## config.mk

```make
export PLATFORM = sky130hd
export DESIGN_NAME = async_token_sequencer
export DESIGN_NICKNAME = d
export VERILOG_FILES = /design/src/rtl/async_ctl_pkg.sv /design/src/rtl/sync_edge.sv /design/src/rtl/async_token_sequencer.sv
export SDC_FILE = /design/constraint.sdc
export NUM_CORES = 1
export LEC_CHECK = 0
export CELL_PAD_IN_SITES_DETAIL_PLACEMENT = 0
export CELL_PAD_IN_SITES_GLOBAL_PLACEMENT = 1
export CORE_MARGIN = 2
export CORE_UTILIZATION = 42
export DETAILED_ROUTE_END_ITERATION = 10
export PLACE_DENSITY = 0.82
export RECOVER_POWER = 25
export SLEW_MARGIN = 20
export SYNTH_ARGS = -nofsm -noshare
export SYNTH_HDL_FRONTEND = slang
export SYNTH_SLANG_ARGS = --single-unit
```

## constraint.sdc

```tcl
create_clock -name clk_i -period 4.5 [get_ports clk_i]
set_input_delay 1.35 -clock clk_i [delete_from_list [all_inputs] [get_ports clk_i]]
set_output_delay 1.35 -clock clk_i [all_outputs]
set_load 0.005 [all_outputs]
```

## src/rtl/async_ctl_pkg.sv

```systemverilog
// Shared types and defaults for the clocked supervisor of the self-timed controller ring.
package async_ctl_pkg;

  localparam int unsigned SYNC_STAGES_DEFAULT = 2;

  typedef enum logic [2:0] {
    StIdle   = 3'd0,
    StInject = 3'd1,
    StRtz    = 3'd2,
    StRun    = 3'd3,
    StStall  = 3'd4
  } async_seq_state_e;

endpackage

```

## src/rtl/sync_edge.sv

```systemverilog
// Multi-flop synchroniser for one asynchronous level, plus a rising-edge detector on its output.
module sync_edge
  import async_ctl_pkg::*;
#(
  parameter int unsigned SYNC_STAGES = SYNC_STAGES_DEFAULT
) (
  input  logic clk,
  input  logic rst,
  input  logic raw,
  output logic level,
  output logic rise
);

  logic [SYNC_STAGES-1:0] chain_q;
  logic                   prev_q;

  always_ff @(posedge clk) begin
    if (rst) begin
      chain_q <= '0;
      prev_q  <= 1'b0;
    end else begin
      chain_q <= {chain_q[SYNC_STAGES-2:0], raw};
      prev_q  <= chain_q[SYNC_STAGES-1];
    end
  end

  assign level = chain_q[SYNC_STAGES-1];
  assign rise  = level & ~prev_q;

endmodule

```

## src/rtl/async_token_sequencer.sv

```systemverilog
// Injects the initial token into the fetch controller with a 4-phase handshake, counts retired
// tokens and watches for a stalled ring.
module async_token_sequencer
  import async_ctl_pkg::*;
#(
  parameter int unsigned SYNC_STAGES = SYNC_STAGES_DEFAULT,
  parameter int unsigned CNT_W       = 32,
  parameter int unsigned WDOG_W      = 16
) (
  input  logic              clk_i,
  input  logic              rst_i,
  input  logic              en_i,
  input  logic              restart_i,
  input  logic              clr_cnt_i,
  input  logic [WDOG_W-1:0] wdog_limit_i,
  input  logic              ife_ack_i,
  input  logic              ring_done_i,
  output logic              req_rst_o,
  output logic              retire_pulse_o,
  output logic [CNT_W-1:0]  retire_cnt_o,
  output logic              stall_o,
  output logic [2:0]        state_o
);

  logic ack_s, ack_rise;
  logic done_s, done_rise;

  sync_edge #(
    .SYNC_STAGES(SYNC_STAGES)
  ) u_sync_ack (
    .clk  (clk_i),
    .rst  (rst_i),
    .raw  (ife_ack_i),
    .level(ack_s),
    .rise (ack_rise)
  );

  sync_edge #(
    .SYNC_STAGES(SYNC_STAGES)
  ) u_sync_done (
    .clk  (clk_i),
    .rst  (rst_i),
    .raw  (ring_done_i),
    .level(done_s),
    .rise (done_rise)
  );

  // The handshake only needs the ack level and the retire path only needs the done edge.
  logic unused_sync;
  assign unused_sync = ack_rise ^ done_s;

  async_seq_state_e  state_q, state_d;
  logic              req_q, stall_q, stall_d, pulse_q, pulse_d;
  logic [CNT_W-1:0]  cnt_q, cnt_d;
  logic [WDOG_W-1:0] wdog_q, wdog_d, wdog_inc;
  logic              timeout;

  assign wdog_inc = (&wdog_q) ? wdog_q : wdog_q + WDOG_W'(1);
  assign timeout  = (wdog_limit_i != '0) && (wdog_inc == wdog_limit_i);

  always_comb begin
    state_d = state_q;
    stall_d = stall_q;
    wdog_d  = '0;
    unique case (state_q)
      StIdle: begin
        stall_d = 1'b0;
        if (en_i && !ack_s) state_d = StInject;
      end
      StInject: begin
        // A timeout only flags; the request is held so the 4-phase protocol stays intact.
        wdog_d = wdog_inc;
        if (ack_s) begin
          state_d = StRtz;
          stall_d = 1'b0;
        end else if (timeout) begin
          stall_d = 1'b1;
        end
      end
      StRtz: begin
        stall_d = 1'b0;
        if (!ack_s) state_d = en_i ? StRun : StIdle;
      end
      StRun: begin
        if (!en_i) begin
          state_d = StIdle;
        end else if (done_rise) begin
          wdog_d = '0;
        end else if (timeout) begin
          state_d = StStall;
          stall_d = 1'b1;
        end else begin
          wdog_d = wdog_inc;
        end
      end
      StStall: begin
        if (restart_i || !en_i) begin
          state_d = StIdle;
          stall_d = 1'b0;
        end
      end
      default: begin
        state_d = StIdle;
        stall_d = 1'b0;
      end
    endcase
  end

  // Retirements count in RUN and STALL only; a coincident clear keeps the new token.
  always_comb begin
    pulse_d = done_rise && ((state_q == StRun) || (state_q == StStall));
    cnt_d   = cnt_q;
    if (pulse_d) begin
      cnt_d = clr_cnt_i ? CNT_W'(1) : cnt_q + CNT_W'(1);
    end else if (clr_cnt_i) begin
      cnt_d = '0;
    end
  end

  always_ff @(posedge clk_i) begin
    if (rst_i) begin
      state_q <= StIdle;
      req_q   <= 1'b0;
      stall_q <= 1'b0;
      pulse_q <= 1'b0;
      cnt_q   <= '0;
      wdog_q  <= '0;
    end else begin
      state_q <= state_d;
      req_q   <= (state_d == StInject);
      stall_q <= stall_d;
      pulse_q <= pulse_d;
      cnt_q   <= cnt_d;
      wdog_q  <= wdog_d;
    end
  end

  assign req_rst_o      = req_q;
  assign retire_pulse_o = pulse_q;
  assign retire_cnt_o   = cnt_q;
  assign stall_o        = stall_q;
  assign state_o        = state_q;

endmodule

```

==> results of run 1 <==
[layout make-up]
class                   instances  area [um^2]
inverters                       8         30.0
fillers                       810         3830
clock inverters                 2         35.0
flip-flops and latches         59         1180
multi-input cells             359         2270
repair buffers                 63          623
well taps                     105          131
clock buffers                  13          159
[routing by layer]
metal / track usage / vias to the layer above / part of all wire
li1: - / 1715 / -
met1: 0.299 / 1556 / 0.50
met2: 0.324 / 106 / 0.44
met3: 0.0365 / 16 / 0.049
met4: 0.0822 / 0 / 0.018
met5: 0 / - / 0
[critical path, delay by kind of cell]
kind	cells	cell delay (ns)
buffers and inverters	2	0.73
AO/OA/AOI/OAI	3	0.66
AND/OR/NAND/NOR	2	0.48
XOR/XNOR	1	0.40
multiplexers	1	0.24
[final timing paths]
check                                         from                                to  slack (ns)  cells past startpoint
setup / recovery                   wdog_limit_i[3]              wdog_q[4]$_SDFF_PP0_        0.83                      9
hold / removal    u_sync_ack.chain_q[0]$_SDFF_PP0_  u_sync_ack.chain_q[1]$_SDFF_PP0_        0.43                      1
setup reg to reg              wdog_q[0]$_SDFF_PP0_              wdog_q[4]$_SDFF_PP0_        1.21                      9
hold reg to reg   u_sync_ack.chain_q[0]$_SDFF_PP0_  u_sync_ack.chain_q[1]$_SDFF_PP0_        0.43                      1
[synth_stat cells, drive strengths merged, types with 3 or more instances]
master | count | area (um^2)
o2111ai | 4 | 35.0
nand2b | 5 | 31.3
and3 | 10 | 62.6
dfxtp | 59 | 1180
nand4 | 18 | 149
buf | 12 | 63.8
nand3 | 30 | 163
and4 | 7 | 61.3
o21ai | 12 | 60.1
nor2b | 12 | 75.1
o31ai | 6 | 45.0
nor2 | 65 | 244
or3 | 3 | 18.8
o211ai | 7 | 52.6
nor3b | 4 | 30.0
xnor2 | 20 | 175
nand2 | 39 | 146
and2 | 10 | 62.6
xor2 | 27 | 236
a21oi | 19 | 95.1
mux2i | 7 | 70.1
a31oi | 5 | 31.3
nor4 | 9 | 77.6
inv | 8 | 30.0
nor3 | 8 | 45.0
clkbuf | 13 | 48.8
[power by group through the flow]
stage	Sequential (mW)	Clock, mW	Combinational [mW]
floorplan	0.543	0	0.0429
global placement	0.545	0	0.0819
detailed placement	0.545	0	0.0823
CTS	0.533	0.490	0.0829
global route	0.534	0.512	0.0904
finish	0.533	0.479	0.0821
[state kept, by name, summed over array words and instances (netlist names)]
| name | flops |
|---|---|
| wdog_q | 16 |
| u_sync_ack.chain_q | 2 |
| state_o | 3 |
| u_sync_done.prev_q | 1 |
| u_sync_done.chain_q | 2 |
| req_rst_o | 1 |
| stall_o | 1 |
| retire_pulse_o | 1 |
| retire_cnt_o | 32 |
[cell usage in the layout (no fill, tap or decap), types with 4 or more instances in the layout]
cell type	netlist	final
nand2b_1	5	5
clkbuf_8	0	11
and4_1	7	7
o21ai_0	9	9
xnor2_1	20	20
o2111ai_1	4	4
dfxtp_1	59	59
a31oi_1	5	5
nand4_1	15	15
and3_1	10	10
nor3b_1	4	4
and2_1	10	10
nor3_1	7	7
nor2b_1	12	12
clkdlybuf4s50_1	0	43
a21oi_1	19	19
nand2_1	39	39
o31ai_1	6	6
o211ai_1	7	7
dlygate4sd3_1	0	17
mux2i_1	7	7
nand3_1	29	29
nor4_1	7	7
nor2_1	65	65
xor2_1	27	27
inv_1	8	8
[through the flow]
step / hold slack, ns / worst slack, ns / cell area, um^2 / instances / power (mW)
6_report: 0.434 / 0.826 / 4430 / 609 / 1.09
5_1_grt: 0.458 / 0.676 / 4430 / 609 / 1.14
4_1_cts: 0.436 / 0.865 / 4430 / 609 / 1.11
3_5_place_dp: 0.420 / 0.530 / 4240 / 594 / 0.627
3_3_place_gp: 0.417 / 0.596 / 4240 / 594 / 0.626
2_1_floorplan: 0.414 / 1.32 / 3600 / 451 / 0.586
[logic make-up after synthesis]
kind of cell    count (synthesis)
simple gates                  227
compound gates                 74
flops                          59
xor+xnor                       48
buf+inv                        33
mux                             8
fa+ha+maj                       2
==> impl_metrics.json, run 1 <==
{
  "status": "finished clean",
  "p_seq_frac": 0.487,
  "syn_area_per_cell_um2": 7.97,
  "utilization": 0.537,
  "timing_max_transition_violations_final": 0,
  "cellInternalPower_mw": 0.849,
  "synth.area.mux_share": 0.0226,
  "antenna-diode-count": 0,
  "worstMarginPinSlew_ns": 0.676,
  "syn_inst": 451,
  "path_cells": "clkdlybuf4s50_1 -> xnor2_1 -> mux2i_1 -> o2111ai_1 -> a2111oi_2 -> nand4_1 -> nor4_2 -> buf_4 -> o221ai_1",
  "row_count": 33,
  "crit_path_end_kind": "flip-flop",
  "port-buffer-count": 60,
  "cp_slowest_cell": "clkdlybuf4s50_1",
  "synthXorXnorAreaFrac": 0.121,
  "finalHoldViolCount": 0,
  "routed-via-count": 3393,
  "hpwl_mm": 6.72,
  "grt_max_degree": 32,
  "grt_pass1_wl_mm": 15.4,
  "netlist_area_um2": 3600,
  "critPathKind": "in2reg",
  "drtPass1Iterations": 5,
  "cts_buffers": 9,
  "fin_worst_skew_ns": 0.0108,
  "clkTransAtPathRegs_ns": 0.06,
  "clock_latency_ns": 0.33,
  "vdd_drop_max_mv": 0.256,
  "cts_tree": "done",
  "grt_pass1_vias": 3161,
  "nNetsFinal": 525,
  "viasPerCell": 5.57,
  "setup_viol": 0,
  "synthSimpleGateAreaFrac": 0.343,
  "p_comb_frac": 0.075,
  "postCtsSetupBuffers": 0,
  "grt_overflow": 0,
  "sw_frac_of_total": 0.224,
  "slowest_delay_ns": 0.44,
  "grt.total_usage": 0.212,
  "fin_crit_ns": 3.67,
  "power.switching_mw": 0.245,
  "synth_compound_area_frac": 0.139,
  "start_util": 0.435,
  "dieHeight_um": 96.5,
  "crit_path_start_kind": "primary input",
  "syn_to_final_growth_pct": 23.2,
  "worstHoldPathType": "reg2reg",
  "synth_top_family_by_area": "simple AND/OR/NAND/NOR gates",
  "ioPinCount": 61,
  "power_leakage_nw": 1.53,
  "max-cap-violations": 0,
  "routed_wl_mm": 9.22,
  "clockBufferDepth": 2,
  "async_reset_ff_frac": 0,
  "relSlewSlack": 0.545,
  "fmax_mhz": 272,
  "yosysSeqAreaShare": 0.328,
  "ys_ff_latch": 59,
  "cp_max_fo": 20,
  "worst_ep_arrival_time_ns": 3.87,
  "grt_setup_unrepaired": "no",
  "gp_congestion": 0.837,
  "ys_warn_count": 0,
  "p_per_area_nw_per_um2": 247,
  "synth.distinct_cells": 59,
  "die-area_um2": 9320,
  "fin_setup_tns_ns": 0,
  "synth_fa_ha_area_frac": 0.00696,
  "core-area_um2": 8260,
  "antenna_found_initial": 0,
  "required_ns": 4.69,
  "wl_per_cell_um": 15.1,
  "drt_iter0_drc": 201,
  "ctsResizeCount": 0,
  "remaining_drc_errors": 0,
  "die_width_um": 96.5,
  "synth-main-ff-cell": "dfxtp_1",
  "hold_buffers": 0,
  "syn_nets": 476,
  "synth_edf_count": 0,
  "cts_root_buf": "clkbuf_8",
  "htreeDepth": 3,
  "period_share": 0.817,
  "drive_gt1_frac": 0.0556,
  "cts.sinks": 59,
  "ant_nets": 0,
  "clock_power_share": 0.438
}
(Power assumes the default switching activity.)
==> inputs of run 2 (changes only) <==
--- a/config.mk
+++ b/config.mk
@@ -8,9 +8,9 @@
 export CELL_PAD_IN_SITES_DETAIL_PLACEMENT = 0
 export CELL_PAD_IN_SITES_GLOBAL_PLACEMENT = 1
 export CORE_MARGIN = 2
-export CORE_UTILIZATION = 42
+export CORE_UTILIZATION = 39
 export DETAILED_ROUTE_END_ITERATION = 10
-export PLACE_DENSITY = 0.82
+export PLACE_DENSITY = 0.77
 export RECOVER_POWER = 25
 export SLEW_MARGIN = 20
 export SYNTH_ARGS = -nofsm -noshare
==> constraint.sdc (replaced) <==
create_clock -name clk_i -period 3.7 [get_ports clk_i]
set_input_delay 1.11 -clock clk_i [delete_from_list [all_inputs] [get_ports clk_i]]
set_output_delay 1.11 -clock clk_i [all_outputs]
set_load 0.005 [all_outputs]
==> impl_metrics.json, run 2 (synthesis results as in run 1) <==
{
  "status": "finished clean",
  "drt_iter0_drc": 178,
  "layout_common_cells": "65 x nor2_1, 59 x dfxtp_1, 56 x clkdlybuf4s50_1",
  "grt.total_usage": 0.194,
  "crit_path_end_kind": "flip-flop",
  "gp_congestion": 0.931,
  "remaining_drc_errors": 0,
  "utilization": 0.493,
  "layout_commonest_cell": "nor2_1",
  "finalNonFillerCells": 619,
  "timing_max_transition_violations_final": 0,
  "fin_setup_tns_ns": 0,
  "worstMarginPinSlew_ns": 1.06,
  "setup_viol": 0,
  "clockBufferDepth": 2,
  "grt_pass1_vias": 3162,
  "grt_overflow": 0,
  "ioPinCount": 61,
  "finalWorstSetupSlack_ns": 0.392,
  "cts.sinks": 59,
  "ctsResizeCount": 0,
  "p_seq_frac": 0.465,
  "total_power_mw": 1.39,
  "power.switching_mw": 0.311,
  "die_width_um": 100,
  "grt_setup_unrepaired": "no",
  "antenna_found_initial": 0,
  "p_comb_frac": 0.073,
  "cp_slowest_cell": "clkdlybuf4s50_1",
  "period_share": 0.894,
  "power_leakage_nw": 1.51,
  "cts_buffers": 9,
  "vdd_drop_max_mv": 0.198,
  "relSlewSlack": 0.292,
  "hold_buffers": 0,
  "routed-via-count": 3384,
  "cts_tree": "done",
  "critPathKind": "in2reg",
  "cellInternalPower_mw": 1.08,
  "fmax_mhz": 302,
  "path_cells": "clkdlybuf4s50_1 -> xnor2_1 -> mux2i_1 -> o2111ai_1 -> a2111oi_2 -> nand4_1 -> nor4_2 -> buf_4 -> o211ai_1",
  "fin_area_um2": 4490,
  "required_ns": 3.91,
  "syn_to_final_growth_pct": 24.8,
  "finalHoldViolCount": 0,
  "drtPass1Iterations": 4,
  "worstHoldPathType": "reg2reg",
  "row_count": 35,
  "fin_crit_ns": 3.31,
  "wl_per_cell_um": 15.1,
  "postCtsSetupBuffers": 0,
  "placed_area_um2": 4280,
  "port-buffer-count": 60,
  "htreeDepth": 3,
  "core-area_um2": 9110,
  "dieHeight_um": 100,
  "grt_pass1_wl_mm": 15.7,
  "max-cap-violations": 0,
  "hpwl_mm": 6.78,
  "slowest_delay_ns": 0.43,
  "place_ws_ns": 0.0964,
  "dp.cells": 604,
  "whs_ns": 0.436,
  "clock_latency_ns": 0.33,
  "drive_gt1_frac": 0.0630,
  "start_util": 0.395,
  "cp_max_fo": 20,
  "clkTransAtPathRegs_ns": 0.07,
  "n_fill_cell": 931,
  "clock_power_share": 0.461,
  "crit_path_start_kind": "primary input",
  "ant_nets": 0,
  "fin_worst_skew_ns": 0.00743,
  "worst_ep_arrival_time_ns": 3.51,
  "largest_reg_flops": 32,
  "die-area_um2": 10000,
  "grt_max_degree": 32,
  "routed_wl_mm": 9.36,
  "p_per_area_nw_per_um2": 310,
  "nNetsFinal": 529,
  "sw_frac_of_total": 0.223,
  "viasPerCell": 5.47,
  "crit_family": "buffers and inverters",
  "crit_buf_inv": 2,
  "antenna-diode-count": 0,
  "cts_root_buf": "clkbuf_8"
}
run 2: area by class of cell:
cell class | count | area, um^2 | area share
sequential | 59 | 1180 | 0.263
multi-input combinational | 359 | 2270 | 0.506
tap | 111 | 139 | 0.0310
timing repair buffer | 67 | 649 | 0.145
clock buffer | 10 | 138 | 0.0307
inverter | 8 | 30.0 | 0.00669
clock inverter | 5 | 77.6 | 0.0173
run 2: final timing paths:
path	startpoint	end	slack (ns)	depth (start not counted)
max reg2reg	wdog_q[0]$_SDFF_PP0_	wdog_q[2]$_SDFF_PP0_	0.50	10
min	u_sync_ack.chain_q[0]$_SDFF_PP0_	u_sync_ack.chain_q[1]$_SDFF_PP0_	0.44	1
max	wdog_limit_i[3]	wdog_q[2]$_SDFF_PP0_	0.39	9
min reg2reg	u_sync_ack.chain_q[0]$_SDFF_PP0_	u_sync_ack.chain_q[1]$_SDFF_PP0_	0.44	1
run 2: power groups by stage:
stage               clock (mW)  combinational [mW]  sequential (mW)
finish                   0.643               0.102            0.648
global placement             0               0.103            0.662
detailed placement           0               0.103            0.663
global route             0.691               0.113            0.649
CTS                      0.661               0.104            0.648
floorplan                    0              0.0522            0.661
run 2: layer usage:
| metal | part of all wire | routed length [um] | global-route usage |
|---|---|---|---|
| met1 | 0.50 | 4640 | 0.278 |
| met2 | 0.44 | 4080 | 0.291 |
| met3 | 0.055 | 514 | 0.0390 |
| met4 | 0.014 | 128 | 0.0674 |
| met5 | 0 | 0 | 0 |
==> inputs of run 3 (changes only) <==
--- a/config.mk
+++ b/config.mk
@@ -9,6 +9,7 @@
 export CELL_PAD_IN_SITES_GLOBAL_PLACEMENT = 1
 export CORE_MARGIN = 2
 export CORE_UTILIZATION = 39
+export CTS_CLUSTER_SIZE = 20
 export DETAILED_ROUTE_END_ITERATION = 10
 export PLACE_DENSITY = 0.77
 export RECOVER_POWER = 25
==> results of run 3 <==
Final layout, timing and power as in run 2 (identical DEF).
